==> config.mk <==
export PLATFORM = sky130hd
export DESIGN_NAME = lpif_txrx_x4_f2_stb_mrk_sched
export DESIGN_NICKNAME = d
export VERILOG_FILES = /design/src/rtl/lpif_txrx_x4_f2_stb_mrk_sched.sv
export SDC_FILE = /design/constraint.sdc
export NUM_CORES = 1
export LEC_CHECK = 0
export ABC_CLOCK_PERIOD_IN_PS = 2000
export CORE_AREA = 10 10 47 49
export DETAILED_ROUTE_END_ITERATION = 6
export DIE_AREA = 0 0 57 59
export PLACE_DENSITY = 0.7
export SLEW_MARGIN = 0
export SYNTH_ARGS = -nofsm -noshare
export SYNTH_HDL_FRONTEND = slang
export SYNTH_SLANG_ARGS = --single-unit
==> constraint.sdc <==
create_clock -name i_clk_wr -period 2 [get_ports i_clk_wr]
set_input_delay 0.4 -clock i_clk_wr [delete_from_list [all_inputs] [get_ports i_clk_wr]]
set_output_delay 0.4 -clock i_clk_wr [all_outputs]
set_load 0.02 [all_outputs]
==> src/rtl/lpif_txrx_x4_f2_stb_mrk_sched.sv <==
// TX-side strobe/marker scheduler and link bring-up FSM for the x4 full-rate Gen2 concat datapath.
// Optional macro LPIF_TXRX_STB_DBG_EN adds o_dbg_stb_cnt, a saturating count of strobes sent in RUN.
module lpif_txrx_x4_f2_stb_mrk_sched #(
    parameter int STB_PERIOD    = 16,
    parameter int MRK_PERIOD    = 2,
    parameter int ALIGN_STROBES = 4
) (
    input  logic        i_clk_wr,
    input  logic        i_rst_wr,
    input  logic        i_tx_en,
    input  logic        i_tx_online,
    input  logic        i_m_gen2_mode,
    output logic        o_tx_stb_userbit,
    output logic        o_tx_mrk_userbit,
    output logic        o_tx_ready,
    output logic        o_align_done,
    output logic [1:0]  o_state
`ifdef LPIF_TXRX_STB_DBG_EN
    ,
    output logic [15:0] o_dbg_stb_cnt
`endif
);

    localparam int SW = $clog2(STB_PERIOD);
    localparam int MW = (MRK_PERIOD > 1) ? $clog2(MRK_PERIOD) : 1;
    localparam int AW = $clog2(ALIGN_STROBES + 1);

    localparam logic [SW-1:0] STB_LAST = SW'(STB_PERIOD - 1);
    localparam logic [MW-1:0] MRK_LAST = MW'(MRK_PERIOD - 1);
    localparam logic [AW-1:0] ALN_LAST = AW'(ALIGN_STROBES - 1);

    if ((STB_PERIOD < 2) || (MRK_PERIOD < 1) || (ALIGN_STROBES < 1) ||
        ((STB_PERIOD % MRK_PERIOD) != 0)) begin : g_bad_params
        $error("lpif_txrx_x4_f2_stb_mrk_sched: illegal STB_PERIOD/MRK_PERIOD/ALIGN_STROBES");
    end

    typedef enum logic [1:0] {
        ST_IDLE    = 2'd0,
        ST_WAIT_ON = 2'd1,
        ST_ALIGN   = 2'd2,
        ST_RUN     = 2'd3
    } state_t;

    state_t          r_state;
    logic [SW-1:0]   r_stb_cnt;
    logic [MW-1:0]   r_mrk_cnt;
    logic [AW-1:0]   r_aln_cnt;
    logic            r_gen2_q;
    logic            r_align_done;

    state_t          w_next;
    logic            w_active;
    logic            w_next_active;
    logic            w_stb;

    assign w_active      = (r_state == ST_ALIGN) || (r_state == ST_RUN);
    assign w_next_active = (w_next == ST_ALIGN) || (w_next == ST_RUN);
    assign w_stb         = w_active && (r_stb_cnt == '0);

    // Enable loss dominates, then loss of the adapter while the link is up.
    always_comb begin
        w_next = r_state;
        if (!i_tx_en) begin
            w_next = ST_IDLE;
        end else if (!i_tx_online && w_active) begin
            w_next = ST_WAIT_ON;
        end else begin
            case (r_state)
                ST_IDLE:    w_next = ST_WAIT_ON;
                ST_WAIT_ON: if (i_tx_online) w_next = ST_ALIGN;
                ST_ALIGN:   if (w_stb && (r_aln_cnt == ALN_LAST)) w_next = ST_RUN;
                default:    w_next = ST_RUN;
            endcase
        end
    end

    // Counters only run while staying inside ALIGN/RUN, so every fresh bring-up starts from zero.
    always_ff @(posedge i_clk_wr or posedge i_rst_wr) begin
        if (i_rst_wr) begin
            r_state      <= ST_IDLE;
            r_stb_cnt    <= '0;
            r_mrk_cnt    <= '0;
            r_aln_cnt    <= '0;
            r_gen2_q     <= 1'b0;
            r_align_done <= 1'b0;
        end else begin
            r_state  <= w_next;
            r_gen2_q <= i_m_gen2_mode;
            if (w_active && w_next_active) begin
                r_stb_cnt <= (r_stb_cnt == STB_LAST) ? '0 : r_stb_cnt + SW'(1);
                r_mrk_cnt <= (r_mrk_cnt == MRK_LAST) ? '0 : r_mrk_cnt + MW'(1);
                if ((r_state == ST_ALIGN) && w_stb) begin
                    r_aln_cnt <= r_aln_cnt + AW'(1);
                end
            end else begin
                r_stb_cnt <= '0;
                r_mrk_cnt <= '0;
                r_aln_cnt <= '0;
            end
            if ((w_next == ST_IDLE) || (w_next == ST_WAIT_ON)) begin
                r_align_done <= 1'b0;
            end else if ((r_state == ST_ALIGN) && (w_next == ST_RUN)) begin
                r_align_done <= 1'b1;
            end
        end
    end

`ifdef LPIF_TXRX_STB_DBG_EN
    logic [15:0] r_dbg_stb_cnt;

    always_ff @(posedge i_clk_wr or posedge i_rst_wr) begin
        if (i_rst_wr) begin
            r_dbg_stb_cnt <= '0;
        end else if ((r_state == ST_IDLE) || (w_next == ST_IDLE)) begin
            r_dbg_stb_cnt <= '0;
        end else if ((r_state == ST_RUN) && w_stb && (r_dbg_stb_cnt != 16'hFFFF)) begin
            r_dbg_stb_cnt <= r_dbg_stb_cnt + 16'd1;
        end
    end

    assign o_dbg_stb_cnt = r_dbg_stb_cnt;
`endif

    assign o_tx_stb_userbit = w_stb;
    assign o_tx_mrk_userbit = w_active && r_gen2_q && (r_mrk_cnt == MRK_LAST);
    assign o_tx_ready       = (r_state == ST_RUN);
    assign o_align_done     = r_align_done;
    assign o_state          = r_state;

endmodule
Yosys cells after proc, flatten, opt, wreduce, memory -nomap -nowiden:

Cells that the tools add are included.

* flip-flop bits (word level): 12
* input port bits: 5
* output and inout port bits: 6
* logic and storage cells: 47

* add/subtract/negate cells: 3
* equal/unequal tests: 9
* muxes and demuxes: 13
* reductions and logical operators: 16

Operators with widths (count)
* $eq A2 B2 Y1 const B: 4
* $logic_and A1 B1 Y1: 8
* $mux W2: 4
* $mux W4: 2
* $mux W3: 2
* $pmux W2 S3: 1
* $add A4 B1 Y4 const B: 1
* $eq A2 B1 Y1 const B: 2
* $eq A4 B4 Y1 const B: 1
* $logic_not A2 Y1: 2
* $logic_not A4 Y1: 1
* $mux W1: 4
* $add A3 B1 Y3 const B: 1
* $eq A3 B2 Y1 const B: 1
* $logic_or A1 B1 Y1: 3
* $ne A2 B1 Y1 const B: 1
* $reduce_bool A2 Y1: 1
* $add A1 B1 Y1 const B: 1
* $logic_not A1 Y1: 1

Depth between registers and ports, before layout:

* depth in word-level cells: 12
* mapped depth: 6
* mapped depth without buffers: 6

Least setup slack after synthesis:

Ideal clock, no wire load.

* path kind: reg-to-output
* start: register r_stb_cnt[0]
* end: output port o_tx_stb_userbit
* data arrival time: 0.967 ns
* required time: 1.600 ns
* setup slack: 0.633 ns
* stages on the path, launching flop included: 5
* path buffers: 0
* path through: dfrtp_1 > inv_1 > ha_1 > nand4bb_4 > inv_1

* word-level cells in the longest chain between the ends: 2

RTL lines
* start, declared: line 45 `logic [SW-1:0] r_stb_cnt;`
* start signal, assigned: line 90 `r_stb_cnt <= (r_stb_cnt == STB_LAST) ? '0 : r_stb_cnt + SW'(1);`
* $logic_not A4 Y1: line 58 `assign w_stb = w_active && (r_stb_cnt == '0);`
* $logic_and A1 B1 Y1: line 58
* end, declared: line 13 `output logic o_tx_stb_userbit,`

No other way between the ends.

Final worst setup path:

* start: register r_state[1], in the netlist o_state[1]
* end: output port o_tx_mrk_userbit

* word-level cells in the longest chain between the ends: 4
* elaborated cells between the ends (all ways): 5
* classes of those cells: eq/ne: 2; reduce/logical: 3

RTL lines
* start, declared: line 44 `state_t r_state;`
* start signal, assigned: line 87 `r_state <= w_next;`
* $eq A2 B2 Y1: line 56 `assign w_active = (r_state == ST_ALIGN) || (r_state == ST_RUN);`
* $logic_or A1 B1 Y1 *: line 56
* $logic_and A1 B1 Y1 * (2 in series): line 125 `assign o_tx_mrk_userbit = w_active && r_gen2_q && (r_mrk_cnt == MRK_LAST);`
* end, declared: line 14 `output logic o_tx_mrk_userbit,`

Every way passes the cells marked *; elsewhere a longest branch is shown, timed or not.

==> impl_metrics.prom <==
# TYPE chip_impl_metric gauge
chip_impl_metric{name="syn_inst",unit=""} 51
chip_impl_metric{name="dp_cells",unit=""} 78
chip_impl_metric{name="syn-mean-instance-area",unit="um^2"} 11.6
chip_impl_metric{name="place_congestion",unit=""} 0.750
chip_impl_metric{name="maxSlewHeadroom",unit="%"} 68.6
chip_impl_metric{name="floorplan.initialDensity",unit="%"} 42.1
chip_impl_metric{name="design.portCount",unit=""} 11
chip_impl_info{name="dr.max_layer_used",value="met4"} 1
chip_impl_metric{name="placement_rows",unit=""} 14
chip_impl_metric{name="power.combinational.fraction",unit="%"} 8.2
chip_impl_metric{name="cts-buffers-inserted",unit=""} 3
chip_impl_metric{name="period_share",unit="%"} 95.3
chip_impl_metric{name="layout.core_utilization",unit="%"} 53.9
chip_impl_info{name="rsz0062_at_grt",value="false"} 1
chip_impl_metric{name="num_vias",unit=""} 418
chip_impl_metric{name="detail_route.wirelength.met1",unit="um"} 470
chip_impl_metric{name="netSwitchingFraction",unit="%"} 21.8
chip_impl_metric{name="finalSetupTns",unit="ps"} 0
chip_impl_info{name="cell_at_the_root_of_the_clock_tree",value="clkbuf_4"} 1
chip_impl_metric{name="grt_max_degree",unit=""} 13
chip_impl_metric{name="global_route.overflow_total",unit=""} 0
chip_impl_info{name="postSynth.topFlopCell",value="dfrtp_1"} 1
chip_impl_metric{name="transition_at_the_pin_with_the_smallest_max_transition_slack",unit="ps"} 471
chip_impl_info{name="clock_tree_from_tritoncts",value="built"} 1
chip_impl_metric{name="post-route-drc-count",unit=""} 0
chip_impl_metric{name="internal_power",unit="mW"} 0.378
chip_impl_metric{name="nFillCells",unit=""} 126
chip_impl_metric{name="synthArstFlopShare",unit="%"} 100
chip_impl_metric{name="fmax",unit="MHz"} 525
chip_impl_metric{name="cts-hold-fix-buffers",unit=""} 0
chip_impl_metric{name="die_w",unit="um"} 57
chip_impl_metric{name="chipHeight",unit="um"} 59
chip_impl_metric{name="grt_antenna_before_repair",unit=""} 0
chip_impl_info{name="post-synth-top-area-cell",value="dfrtp_1"} 1
chip_impl_metric{name="firstDrtPassIters",unit=""} 4
chip_impl_metric{name="leakage_power_figure",unit="nW"} 0.349
chip_impl_metric{name="cts-htree-levels",unit=""} 1
chip_impl_metric{name="finalMaxSlewViolations",unit=""} 0
chip_impl_metric{name="drv.max_cap_violation_count",unit=""} 0
chip_impl_metric{name="die_area",unit="um^2"} 3360
chip_impl_metric{name="drt-wirelength-per-cell",unit="um"} 12.6
chip_impl_metric{name="drt_first_iter_violations",unit=""} 6
chip_impl_metric{name="vias_per_cell",unit=""} 5.10
chip_impl_metric{name="syn2layout_area_growth",unit="%"} 28.0
chip_impl_metric{name="synth.top_cell.area_share",unit="%"} 50.8
chip_impl_metric{name="final-hold-violation-count",unit=""} 0
chip_impl_metric{name="detailedPlacementHpwl",unit="um"} 800
chip_impl_metric{name="worstSkewPairLatency",unit="ps"} 270
chip_impl_metric{name="netlist_area",unit="um^2"} 591
chip_impl_metric{name="yosysSeqAreaShare",unit="%"} 50.8
chip_impl_metric{name="whs",unit="ps"} 418
chip_impl_metric{name="netlist-cell-type-count",unit=""} 24
chip_impl_info{name="startpoint_type",value="flip-flop"} 1
chip_impl_info{name="hold_path_class",value="reg -> reg"} 1
chip_impl_metric{name="worstPathArrival",unit="ps"} 1510
chip_impl_metric{name="pwr_density_cell",unit="nW/um^2"} 640
chip_impl_metric{name="count_of_placed_standard_cells_in_the_final_layout_fillers_left_out",unit=""} 82
chip_impl_metric{name="p_clk_share",unit="%"} 39.2
chip_impl_info{name="timing.setup.critical_path_class",value="reg -> out"} 1
chip_impl_metric{name="clk_transition_reported_paths",unit="ps"} 80
chip_impl_info{name="timing.critical_path.to_type",value="output port"} 1
chip_impl_metric{name="finClkSkew",unit="ps"} 7.26
chip_impl_info{name="post-synth-top-count-cell",value="dfrtp_1"} 1
chip_impl_metric{name="place.port_buffers",unit=""} 10
chip_impl_metric{name="cts.sink_count",unit=""} 12
chip_impl_info{name="synth_common_cells",value="dfrtp_1, inv_1, ha_1"} 1
chip_impl_metric{name="power.share.sequential",unit="%"} 52.6
chip_impl_metric{name="gr-usage-all-layers",unit="%"} 6.92
chip_impl_metric{name="worst-endpoint-required",unit="ps"} 1600
chip_impl_metric{name="ant_nets",unit=""} 0
chip_impl_metric{name="ir_worst_vdd",unit="mV"} 0.389
chip_impl_metric{name="postRouteWirelength",unit="um"} 1040
chip_impl_metric{name="critical_path_peak_fanout",unit=""} 9
chip_impl_metric{name="nets",unit=""} 76
chip_impl_metric{name="n_antenna_cell",unit=""} 0
chip_impl_metric{name="net-switching-power",unit="mW"} 0.105
chip_impl_metric{name="met2WireLength",unit="um"} 493
chip_impl_metric{name="drive_above_1_share",unit="%"} 19.7
chip_impl_metric{name="number_of_warnings_reported_in_the_yosys_synthesis_log",unit=""} 0
chip_impl_metric{name="finalCriticalPeriod",unit="ps"} 1910
chip_impl_metric{name="yosys_register_bits",unit=""} 12
chip_impl_info{name="yosys-top-cells-area",value="dfrtp_1, ha_1, nand4bb_4"} 1
chip_impl_metric{name="design.core.area",unit="um^2"} 1400
chip_impl_metric{name="synth_edf_count",unit=""} 0
chip_impl_metric{name="syn_nets",unit=""} 60
chip_impl_metric{name="timing.final.setup_violations",unit=""} 0
chip_impl_info{name="result_of_the_run",value="finished, final reports clean"} 1
chip_impl_metric{name="number_of_global_route_vias_before_repair",unit=""} 405
chip_impl_metric{name="met3WireLength",unit="um"} 65
chip_impl_metric{name="final_total_pwr",unit="mW"} 0.484
chip_impl_metric{name="buffer_levels_on_the_longest_clock_path",unit=""} 2
chip_impl_metric{name="grt_first_pass_wirelength",unit="um"} 1830
-- final timing paths --
path,startpoint,to,slack (ps),cells after the start
max,o_state[1],o_tx_mrk_userbit,90,2
min,r_mrk_cnt,r_mrk_cnt,420,1
max reg2reg,r_aln_cnt[0],r_aln_cnt[2],610,4
min reg2reg,r_mrk_cnt,r_mrk_cnt,420,1
max in group asynchronous,i_rst_wr,o_state[0],1220,2
min in group asynchronous,i_rst_wr,r_stb_cnt[3],440,2
-- cells by family (layout without fill, tap and decap cells) --
| family | Yosys count | count (layout) | synth area share, % |
|---|---|---|---|
| flops | 12 | 12 | 50.8 |
| fa+ha+maj | 4 | 4 | 8.47 |
| simple gates | 16 | 16 | 22.0 |
| buf+inv | 6 | 21 | 3.81 |
| compound gates | 12 | 12 | 13.3 |
| xor+xnor | 1 | 1 | 1.48 |
-- worst max-delay path, stage by stage, from the launching register on --
cell             delay (ps)
dfrtp_2                 450
and3_2                  190
clkdlybuf4s50_1         600
-- per-layer routing --
| metal | global-route usage, % | vias to the layer above |
|---|---|---|
| met3 | 2.58 | 2 |
| met5 | 0 | - |
| met4 | 5.03 | 0 |
| met1 | 7.77 | 195 |
| li1 | - | 217 |
| met2 | 10.5 | 4 |
-- per-stage QoR --
stage          setup WS [ps]  area, um^2
2_1_floorplan            633         591
3_3_place_gp             119         722
3_5_place_dp            88.7         722
4_1_cts                 7.53         758
5_1_grt                 22.2         756
6_report                93.7         756
-- layout make-up --
| class | instances | area, um^2 | share of cell area [%] |
|---|---|---|---|
| Sequential cell | 12 | 303 | 40.1 |
| Multi-Input combinational cell | 33 | 268 | 35.4 |
| Clock buffer | 4 | 36.3 | 4.80 |
| Inverter | 5 | 18.8 | 2.48 |
| Tap cell | 16 | 20.0 | 2.65 |
| Timing Repair Buffer | 12 | 110 | 14.6 |
-- what timing repair did --
action / CTS / global route
endpoints found under the setup margin: 2 / 2
resized for setup: 2 / 3
setup buffers: 0 / 0
-- flip-flops by register name, indices dropped and copies added (netlist names) --
| name | count |
|---|---|
| r_stb_cnt | 4 |
| r_aln_cnt | 3 |
| o_state | 2 |
| o_align_done | 1 |
| r_gen2_q | 1 |
| r_mrk_cnt | 1 |
-- layout by cell type (no fill, tap or decap), drive strengths merged --
cell type       n
o21ai           3
clkbuf          5
o211a           1
nand4bb         2
xnor2           1
a311oi          2
o21a            1
nand3           1
nand4b          1
ha              4
nand3b          2
and3            3
a31oi           1
or3             2
inv             5
nor3b           1
clkdlybuf4s50   9
a21o            1
a21oi           3
dfrtp          12
and2            2
nor2            2
buf             2
-- power groups by stage --
| stage | clock network [mW] | registers (mW) | logic (mW) |
|---|---|---|---|
| global placement | 0 | 0.259 | 0.0410 |
| global route | 0.208 | 0.256 | 0.0440 |
| detailed placement | 0 | 0.259 | 0.0415 |
| floorplan | 0 | 0.259 | 0.0196 |
| CTS | 0.198 | 0.254 | 0.0409 |
| finish | 0.189 | 0.254 | 0.0397 |
(Power assumes the default switching activity.)
